### config.mk
export PLATFORM = sky130hd
export DESIGN_NAME = dice_result_filter_flat
export DESIGN_NICKNAME = d
export VERILOG_FILES = /design/src/rtl/dice_result_filter_pkg.sv /design/src/rtl/dice_result_filter_if.sv /design/src/rtl/frame_color_counter.sv /design/src/rtl/dice_result_filter.sv /design/src/flat_wrapper.sv
export SDC_FILE = /design/constraint.sdc
export NUM_CORES = 1
export LEC_CHECK = 0
export CELL_PAD_IN_SITES_DETAIL_PLACEMENT = 0
export CELL_PAD_IN_SITES_GLOBAL_PLACEMENT = 1
export CORE_ASPECT_RATIO = 1.25
export CORE_UTILIZATION = 50
export CTS_BUF_LIST = sky130_fd_sc_hd__clkbuf_8
export DETAILED_ROUTE_END_ITERATION = 10
export PLACE_DENSITY = 0.92
export SETUP_SLACK_MARGIN = 0.4
export SLEW_MARGIN = 20
export SYNTH_ARGS = -nofsm -noshare
export SYNTH_HDL_FRONTEND = slang
export SYNTH_SLANG_ARGS = --single-unit
### constraint.sdc
create_clock -name clk -period 8.4 [get_ports clk]
set_input_delay 1.68 -clock clk [delete_from_list [all_inputs] [get_ports clk]]
set_output_delay 1.68 -clock clk [all_outputs]
set_load 0.02 [all_outputs]
### src/rtl/dice_result_filter_pkg.sv
// Shared types and default constants for the dice result filter: colour
// classes, the acceptance FSM states and the default tuning values.
package dice_pkg;

    typedef enum logic [1:0] {
        BG = 2'd0,
        C1 = 2'd1,
        C2 = 2'd2,
        C3 = 2'd3
    } color_t;

    typedef enum logic [1:0] {
        S_SEARCH  = 2'd0,
        S_FIRE    = 2'd1,
        S_RELEASE = 2'd2
    } state_t;

    localparam int STABLE_FRAMES_DEF  = 8;
    localparam int MIN_PIXELS_DEF     = 2000;
    localparam int RELEASE_FRAMES_DEF = 4;
    localparam int CNT_W_DEF          = 17;

endpackage

### src/rtl/dice_result_filter_if.sv
// Pixel-stream input and roll-result output bundle between the vision
// front end (master) and the dice result filter (slave).
interface dice_result_filter_if;
    import dice_pkg::*;

    logic       frame_start;
    logic       pixel_valid;
    logic [1:0] pixel_class;
    logic       frame_end;
    logic       dice_valid;
    logic [1:0] dice_value;
    logic [1:0] frame_color;
    logic       armed;

    modport master (
        output frame_start, pixel_valid, pixel_class, frame_end,
        input  dice_valid, dice_value, frame_color, armed
    );

    modport slave (
        input  frame_start, pixel_valid, pixel_class, frame_end,
        output dice_valid, dice_value, frame_color, armed
    );

endinterface

### src/rtl/frame_color_counter.sv
// Per-frame pixel counting for classes 1..3 and the argmax that names the
// winning colour of each frame (BG when the winner is below MIN_PIXELS).
module frame_color_counter
    import dice_pkg::*;
#(
    parameter int MIN_PIXELS = MIN_PIXELS_DEF,
    parameter int CNT_W      = CNT_W_DEF
) (
    input  logic       clk,
    input  logic       reset,
    input  logic       i_frame_start,
    input  logic       i_pixel_valid,
    input  logic [1:0] i_pixel_class,
    input  logic       i_frame_end,
    output color_t     o_frame_color,
    output logic       o_color_vld
);

    localparam logic [CNT_W-1:0] MIN_C = CNT_W'(MIN_PIXELS);

    logic [CNT_W-1:0] r_cnt_p0 [3];
    logic [CNT_W-1:0] w_cnt_nxt [3];
    color_t           r_color_p1;
    logic             r_vld_p1;

    function automatic logic [CNT_W-1:0] sat_inc(input logic [CNT_W-1:0] v, input logic inc);
        if (inc && (v != {CNT_W{1'b1}}))
            return v + CNT_W'(1);
        return v;
    endfunction

    // Ties keep the lower class because only a strictly larger count wins.
    function automatic color_t pick_winner(input logic [CNT_W-1:0] c1,
                                           input logic [CNT_W-1:0] c2,
                                           input logic [CNT_W-1:0] c3);
        logic [CNT_W-1:0] best;
        color_t           col;
        best = c1;
        col  = C1;
        if (c2 > best) begin
            best = c2;
            col  = C2;
        end
        if (c3 > best) begin
            best = c3;
            col  = C3;
        end
        if (best < MIN_C)
            col = BG;
        return col;
    endfunction

    // Stage p0: a frame_start clears the count but still admits its own pixel.
    always_comb begin
        for (int k = 0; k < 3; k++) begin
            w_cnt_nxt[k] = sat_inc(i_frame_start ? '0 : r_cnt_p0[k],
                                   i_pixel_valid && (i_pixel_class == 2'(k + 1)));
        end
    end

    // Stage p1: evaluate the counts including the frame_end pixel, then clear.
    always_ff @(posedge clk or posedge reset) begin
        if (reset) begin
            for (int k = 0; k < 3; k++) r_cnt_p0[k] <= '0;
            r_color_p1 <= BG;
            r_vld_p1   <= 1'b0;
        end else begin
            r_vld_p1 <= i_frame_end;
            if (i_frame_end) begin
                for (int k = 0; k < 3; k++) r_cnt_p0[k] <= '0;
                r_color_p1 <= pick_winner(w_cnt_nxt[0], w_cnt_nxt[1], w_cnt_nxt[2]);
            end else begin
                for (int k = 0; k < 3; k++) r_cnt_p0[k] <= w_cnt_nxt[k];
            end
        end
    end

    assign o_frame_color = r_color_p1;
    assign o_color_vld   = r_vld_p1;

endmodule

### src/rtl/dice_result_filter.sv
// Accepts a dice roll once the same frame colour persists for STABLE_FRAMES
// frames, fires one pulse, then waits for RELEASE_FRAMES empty frames to re-arm.
module dice_result_filter
    import dice_pkg::*;
#(
    parameter int STABLE_FRAMES  = STABLE_FRAMES_DEF,
    parameter int MIN_PIXELS     = MIN_PIXELS_DEF,
    parameter int RELEASE_FRAMES = RELEASE_FRAMES_DEF,
    parameter int CNT_W          = CNT_W_DEF
) (
    input  logic                 clk,
    input  logic                 reset,
    dice_result_filter_if.slave  bus
);

    localparam int               RUN_W    = $clog2(STABLE_FRAMES + 1);
    localparam int               REL_W    = $clog2(RELEASE_FRAMES + 1);
    localparam logic [RUN_W-1:0] RUN_MAX  = RUN_W'(STABLE_FRAMES);
    localparam logic [REL_W-1:0] REL_LAST = REL_W'(RELEASE_FRAMES - 1);

    color_t           w_fc;
    logic             w_fc_vld;
    state_t           r_state,       w_state_nxt;
    logic [RUN_W-1:0] r_run_p2,      w_run_nxt;
    color_t           r_cand_p2,     w_cand_nxt;
    logic [REL_W-1:0] r_rel_p2,      w_rel_nxt;
    color_t           r_dice_value,  w_dice_value_nxt;

    frame_color_counter #(
        .MIN_PIXELS (MIN_PIXELS),
        .CNT_W      (CNT_W)
    ) u_counter (
        .clk           (clk),
        .reset         (reset),
        .i_frame_start (bus.frame_start),
        .i_pixel_valid (bus.pixel_valid),
        .i_pixel_class (bus.pixel_class),
        .i_frame_end   (bus.frame_end),
        .o_frame_color (w_fc),
        .o_color_vld   (w_fc_vld)
    );

    // Stage p2: run tracking only moves while searching; a full run freezes it.
    always_comb begin
        w_state_nxt      = r_state;
        w_run_nxt        = r_run_p2;
        w_cand_nxt       = r_cand_p2;
        w_rel_nxt        = r_rel_p2;
        w_dice_value_nxt = r_dice_value;
        case (r_state)
            S_SEARCH: begin
                if (r_run_p2 == RUN_MAX) begin
                    w_state_nxt      = S_FIRE;
                    w_dice_value_nxt = r_cand_p2;
                end else if (w_fc_vld) begin
                    if (w_fc == BG) begin
                        w_run_nxt = '0;
                    end else if (w_fc == r_cand_p2) begin
                        w_run_nxt = r_run_p2 + RUN_W'(1);
                    end else begin
                        w_cand_nxt = w_fc;
                        w_run_nxt  = RUN_W'(1);
                    end
                end
            end
            S_FIRE: begin
                w_state_nxt = S_RELEASE;
                w_rel_nxt   = '0;
            end
            S_RELEASE: begin
                if (w_fc_vld) begin
                    if (w_fc != BG) begin
                        w_rel_nxt = '0;
                    end else if (r_rel_p2 == REL_LAST) begin
                        w_rel_nxt   = '0;
                        w_run_nxt   = '0;
                        w_cand_nxt  = BG;
                        w_state_nxt = S_SEARCH;
                    end else begin
                        w_rel_nxt = r_rel_p2 + REL_W'(1);
                    end
                end
            end
            default: w_state_nxt = S_SEARCH;
        endcase
    end

    always_ff @(posedge clk or posedge reset) begin
        if (reset) begin
            r_state      <= S_SEARCH;
            r_run_p2     <= '0;
            r_cand_p2    <= BG;
            r_rel_p2     <= '0;
            r_dice_value <= BG;
        end else begin
            r_state      <= w_state_nxt;
            r_run_p2     <= w_run_nxt;
            r_cand_p2    <= w_cand_nxt;
            r_rel_p2     <= w_rel_nxt;
            r_dice_value <= w_dice_value_nxt;
        end
    end

    assign bus.dice_valid  = (r_state == S_FIRE);
    assign bus.dice_value  = r_dice_value;
    assign bus.frame_color = w_fc;
    assign bus.armed       = (r_state == S_SEARCH);

endmodule

### src/flat_wrapper.sv
// flat-port wrapper written by rule: the top's interface ports become plain ports
module dice_result_filter_flat import dice_pkg::*;
#(
    parameter int STABLE_FRAMES  = STABLE_FRAMES_DEF,
    parameter int MIN_PIXELS     = MIN_PIXELS_DEF,
    parameter int RELEASE_FRAMES = RELEASE_FRAMES_DEF,
    parameter int CNT_W          = CNT_W_DEF
)
  (clk, reset, bus_frame_start, bus_pixel_valid, bus_pixel_class, bus_frame_end, bus_dice_valid, bus_dice_value, bus_frame_color, bus_armed);
  dice_result_filter_if bus_i ();
  input  logic clk;
  input  logic reset;
  input wire logic [$bits(bus_i.frame_start)-1:0] bus_frame_start;
  input wire logic [$bits(bus_i.pixel_valid)-1:0] bus_pixel_valid;
  input wire logic [$bits(bus_i.pixel_class)-1:0] bus_pixel_class;
  input wire logic [$bits(bus_i.frame_end)-1:0] bus_frame_end;
  output wire logic [$bits(bus_i.dice_valid)-1:0] bus_dice_valid;
  output wire logic [$bits(bus_i.dice_value)-1:0] bus_dice_value;
  output wire logic [$bits(bus_i.frame_color)-1:0] bus_frame_color;
  output wire logic [$bits(bus_i.armed)-1:0] bus_armed;
  assign bus_i.frame_start = bus_frame_start;
  assign bus_i.pixel_valid = bus_pixel_valid;
  assign bus_i.pixel_class = bus_pixel_class;
  assign bus_i.frame_end = bus_frame_end;
  assign bus_dice_valid = bus_i.dice_valid;
  assign bus_dice_value = bus_i.dice_value;
  assign bus_frame_color = bus_i.frame_color;
  assign bus_armed = bus_i.armed;
  dice_result_filter #(.STABLE_FRAMES(STABLE_FRAMES), .MIN_PIXELS(MIN_PIXELS), .RELEASE_FRAMES(RELEASE_FRAMES), .CNT_W(CNT_W)) u_core (.clk(clk), .reset(reset), .bus(bus_i));
endmodule
==> flow_summary.toml, run 1 <==
[worst_setup_path]
critPathMaxStageDelay_ns = 0.57
critical_path_class = "input port to register"
crit_slowest_cell = "o41ai_1"
start_kind = "input port"
cp.arrival_ns = 7.90
worstPathMaxFanout = 16
reg2regPathDepth = 25
r2r_end = "u_core.u_counter.o_frame_color[0]$_DFFE_PP0P_"
crit_start = "bus_frame_start"
r2r_slack_ns = 1.96
cp-end-kind = "register"
crit_path_frequent_cell = "ha_1"
path_buf_inv = 1
r2r-start = "u_core.u_counter.r_cnt_p0[18]$_DFF_PP0_"
required_ns = 8.70
cp_top_family = "simple AND/OR/NAND/NOR gates"

[timing]
tightest_slew_ns = 0.861
relSlewSlack_pct = 42.6
finalCritPeriodShare_pct = 90.4
fmax_mhz = 132
final-setup-viol-count = 0
final-hold-violation-count = 0
rsz0062_at_grt = "false"
fin_ws_ns = 0.806
fin_skew_ns = 0.0123
maxSlewViolCount = 0
timing.setup.tns_ns = 0
fin_crit_ns = 7.59

[clocking]
root_buffer = "clkbuf_8"
post_cts_buffers = 0
cts_tree = "yes"
path_clk_slew_ns = 0.09
htreeDepth = 3
cts_sinks = 67
cts_buffers = 9
clk-insertion-delay-late_ns = 0.38
clock_path_buffers = 2

[floorplanning]
coreArea_um2 = 10100
rows = 41
dieArea_um2 = 10700
ios = 13
initial_utilization_pct = 51.4
die_w_um = 92.9
die_h_um = 116

[drt]
drt_iter0_drc = 299
first_pass_iters = 5
totalWireLength_mm = 13.1
wl_per_cell_um = 17.8
via_per_inst = 6.08
final_antenna_net_count = 0
vias = 4484
drc = 0

[synth]
yosysUniqueCellTypes = 69
synth_edf_count = 0
avgSynthCellArea_um2 = 8.77
syn_inst = 589
yosysTopAreaCell = "dfrtp_1"
synth.most_common_cell = "nor2_1"
yosys_warnings = 0
synth_common_cells = "74 x nor2_1, 67 x dfrtp_1, 50 x nand2_1, 43 x ha_1, 31 x xnor2_1"
ys_top_cells_by_area = "dfrtp_1 32%, ha_1 10%, nor2_1 5.4%"
synth.top_cell.area_share_pct = 32.4
synthFlopType = "dfrtp_1"
syn-num-nets = 639
yosysSeqAreaShare_pct = 32.4
synthesis.area_um2 = 5170
synthArstFlopShare_pct = 100
synth_seq_cells = 67

[pwr]
p_total_uw = 775
ir_worst_vdd_v = 0.0000680
power.density_nw_per_um2 = 136
leakage_nw = 2.51

[placement]
place_ws_ns = 0.107
dp.cells = 721
dp_hpwl_mm = 9.60
place.gp.congestion = 0.925
portBuffers = 12

[finish]
n_antenna_cell = 0
drive_gt1_share_pct = 11.7
fin_cells = 738
area_delta_synth_final_pct = 10.0
final_util_pct = 56.5
final_net_count = 654

[grt]
overflow = 0
grt_usage_pct = 26.4
first_global_vias = 4460
grt_pass1_wl_mm = 21.8
antenna_found_initial = 0
grt_max_degree = 68

[run]
maxCapViolCount = 0

[min_path]
min_path_type = "register to register"
holdPathStages = 1
min-delay-start = "u_core.bus.dice_value[1]$_DFFE_PP0P_"
min_to = "u_core.bus.dice_value[1]$_DFFE_PP0P_"

[outcome]
outcome = "completed"
registers in the layout (all words and copies together), names as in the netlist:
register and count:
u_core.r_cand_p2 2, u_core.bus.dice_value 2, u_core.u_counter.o_frame_color 2, u_core.r_run_p2 4, u_core.r_rel_p2 3, u_core.u_counter.o_color_vld 1, u_core.u_counter.r_cnt_p0 51, u_core.r_state 2
metrics by stage:
| step | hold WS (ns) | cell area [um2] |
|---|---|---|
| floorplan | 0.474 | 5170 |
| global placement | 0.494 | 5400 |
| detailed placement | 0.496 | 5400 |
| CTS | 0.514 | 5630 |
| global route | 0.549 | 5690 |
| finish | 0.508 | 5690 |
cells by family after synthesis:
logic type,count (synthesis),synth area share [%]
AOI/OAI and AO/OA,90,12.2
xor gates and xnor gates,44,7.46
adders and majority gates,43,10.4
buffers and inverters,45,4.31
DFF,67,32.4
muxes,13,2.69
and+or+nand+nor,287,30.5
repair_timing:
item | 4_1_cts | 5_1_grt
hold buffers | 0 | 0
endpoints found under the setup margin | 0 | 2
gates resized for setup | 0 | 9
cell usage in the layout (no fill, tap or decap), drive strengths merged, types with 17 or more instances in the layout:
cell type and count:
a21oi 32, buf 17, dfrtp 67, ha 43, inv 24, nand2 50
nand3 27, nand4 19, nor2 74, nor2b 25, nor3 29, o21ai 21
xnor2 31
power breakdown:
part,switching [mW],internal (mW)
sequential,0.0132,0.332
combinational,0.0740,0.0431
clock,0.143,0.169
total,0.231,0.544
area by class of cell:
cell class / instances / area [um2]
clock buffer: 9 / 124
clock inverter: 7 / 98.8
fill: 916 / 4370
inverter: 22 / 82.6
multi-input combinational: 477 / 3290
sequential: 67 / 1680
tap: 129 / 161
timing repair buffer: 27 / 250
worst max path at each step:
stage,end,slack (ns),cells past startpoint
after floorplan,u_core.u_counter.o_frame_color[0]$_DFFE_PP0P_,0.41,33
after global placement,u_core.u_counter.o_frame_color[0]$_DFFE_PP0P_,0.30,23
after detailed placement,u_core.u_counter.o_frame_color[0]$_DFFE_PP0P_,0.11,24
after CTS,u_core.u_counter.o_frame_color[0]$_DFFE_PP0P_,0.46,24
after global routing,u_core.u_counter.o_frame_color[0]$_DFFE_PP0P_,0.43,26
final,u_core.u_counter.o_frame_color[0]$_DFFE_PP0P_,0.81,26
routing by layer:
metal | up-vias | share of wire [%] | track usage [%]
li1 | 2140 | - | -
met1 | 2169 | 43 | 32.7
met2 | 137 | 48 | 42.5
met3 | 38 | 4.6 | 4.46
met4 | 0 | 4.7 | 17.2
met5 | - | 0 | 0
No activity file was read; power rests on OpenSTA's default activity.
==> inputs of run 2 (changes only) <==
Settings changed: MAX_ROUTING_LAYER set to met4.
==> run 2 against run 1 <==
Against the previous run:
- clock skew rose by 0.0023 ns
- combinational power hardly changed
- largest cell class unchanged
- power decreased by 2.8%
- clock power fell by 6.4%
==> flow_summary.toml, run 2 (synthesized netlist as in run 1, its figures left out) <==
[pwr]
leakage_nw = 2.51
power.density_nw_per_um2 = 133
ir_worst_vdd_v = 0.0000788

[drt]
vias = 4496
final_antenna_net_count = 0
drt_iter0_drc = 304
totalWireLength_mm = 12.8
drc = 0
first_pass_iters = 5
wl_per_cell_um = 17.4
via_per_inst = 6.09

[timing]
final-hold-violation-count = 0
final-setup-viol-count = 0
fin_crit_ns = 7.63
timing.setup.tns_ns = 0
fin_skew_ns = 0.0146
tightest_slew_ns = 1.06
finalCritPeriodShare_pct = 90.8
relSlewSlack_pct = 29.5
rsz0062_at_grt = "false"
maxSlewViolCount = 0
fmax_mhz = 131

[finish]
post-route-cell-area_um2 = 5650
final_net_count = 654
area_delta_synth_final_pct = 9.39
largest_reg_flops = 51
layout_common_cells = "73 x nor2_1, 67 x dfrtp_1, 49 x nand2_1"
layout_commonest_cell = "nor2_1"
nFillCells = 903
top_regs = "u_core.u_counter.r_cnt_p0 x51, u_core.r_run_p2 x4, u_core.r_rel_p2 x3"
regMostFlops = "u_core.u_counter.r_cnt_p0"
n_antenna_cell = 0
drive_gt1_share_pct = 11.3

[min_path]
holdPathStages = 1
min-delay-start = "u_core.bus.dice_value[1]$_DFFE_PP0P_"
min_path_type = "register to register"
min_to = "u_core.bus.dice_value[1]$_DFFE_PP0P_"

[worst_setup_path]
reg2regPathDepth = 26
r2r_slack_ns = 1.95
cp.arrival_ns = 7.86
r2r-start = "u_core.u_counter.r_cnt_p0[45]$_DFF_PP0_"
worstPathMaxFanout = 16
required_ns = 8.63
start_kind = "input port"
critical_path_class = "input port to register"
r2r_end = "u_core.u_counter.o_frame_color[0]$_DFFE_PP0P_"
cp-end-kind = "register"

[clocking]
root_buffer = "clkbuf_8"
hold_buffers = 0
htreeDepth = 3
clk-insertion-delay-late_ns = 0.37
cts_tree = "yes"
cts_buffers = 9
clock_path_buffers = 2
cts_sinks = 67
path_clk_slew_ns = 0.07

[floorplanning]
rows = 41
initial_utilization_pct = 51.4
dieArea_um2 = 10700
die_w_um = 92.9
ios = 13
coreArea_um2 = 10100
die_h_um = 116

[placement]
place.gp.congestion = 0.940
placed_cell_area_um2 = 5400
portBuffers = 12
dp_hpwl_mm = 9.58

[grt]
grt_pass1_wl_mm = 21.4
grt_max_degree = 68
antenna_found_initial = 0
first_global_vias = 4396
overflow = 0
grt_usage_pct = 26.6

[run]
maxCapViolCount = 0

[outcome]
outcome = "completed"
==> run 2: layout make-up <==
| cell class | instances | area (um2) | share of cell area [%] |
|---|---|---|---|
| inverter | 22 | 82.6 | 1.46 |
| clock buffer | 9 | 124 | 2.19 |
| timing repair buffer | 27 | 230 | 4.07 |
| multi-input combinational | 477 | 3290 | 58.3 |
| sequential | 67 | 1680 | 29.7 |
| tap | 129 | 161 | 2.86 |
| clock inverter | 7 | 83.8 | 1.48 |
==> run 2: what timing repair did <==
action	in CTS	in global routing
endpoints found under the setup margin	0	2
buffers inserted	0	1
gates resized for setup	0	9
==> run 2: routing by layer <==
layer	vias up	global-route usage, %	share of wire [%]
met5	-	-	0
met1	2153	31.6	42
li1	2151	-	-
met3	50	4.53	4.9
met4	0	15.0	5.0
met2	142	42.7	48
==> run 2: metrics by stage <==
step	setup WS [ns]	total power, mW	util (%)	hold WS (ns)	std cells
2_1_floorplan	0.410	0.436	-	0.474	589
3_3_place_gp	0.252	0.460	53.7	0.494	721
3_5_place_dp	0.144	0.463	53.7	0.500	721
4_1_cts	0.430	0.755	55.8	0.519	737
5_1_grt	0.459	0.784	56.2	0.547	738
6_report	0.775	0.753	56.2	0.510	738
==> run 2: worst max path at each step <==
stage	cells after the start	slack, ns	start	end
2_1_floorplan	33	0.41	bus_frame_start	u_core.u_counter.o_frame_color[0]$_DFFE_PP0P_
3_3_place_gp	23	0.25	bus_frame_start	u_core.u_counter.o_frame_color[0]$_DFFE_PP0P_
3_5_place_dp	23	0.14	bus_frame_start	u_core.u_counter.o_frame_color[0]$_DFFE_PP0P_
4_1_cts	23	0.43	bus_frame_start	u_core.u_counter.o_frame_color[0]$_DFFE_PP0P_
5_1_grt	27	0.46	bus_frame_start	u_core.u_counter.o_frame_color[0]$_DFFE_PP0P_
6_report	27	0.77	bus_frame_start	u_core.u_counter.o_frame_color[0]$_DFFE_PP0P_
==> run 2: power by group <==
group | switching (mW) | internal (mW) | leakage [nW]
Combinational | 0.0734 | 0.0430 | 1.47
Sequential | 0.0123 | 0.333 | 0.927
Clock | 0.128 | 0.164 | 0.114
Total | 0.214 | 0.539 | 2.51
==> run 2: critical path, cell delays in order <==
cell and delay [ns]:
buf_2 0.20, nor2b_1 0.22, ha_1 0.26, nand2_1 0.13, nor4_1 0.32, ha_1 0.28
nand4bb_1 0.23, nor3_2 0.10, and3_1 0.20, xnor2_1 0.11, or2_2 0.33, ha_1 0.31
nand4_1 0.12, nor3_1 0.07, a2111o_1 0.43, a2111oi_4 0.49, or2_4 0.33, o21ai_0 0.21
ha_1 0.33, nand3_1 0.09, o21bai_1 0.16, a31oi_1 0.26, a211oi_1 0.08, o21ai_0 0.27
o21ai_2 0.10, a2111oi_4 0.41, a22oi_2 0.13
==> inputs of run 3 (changes only) <==
Settings changed: SKIP_LAST_GASP set to 1.
==> results of run 3 <==
Same layout as run 2: the final DEF is identical, and so are final timing and power.
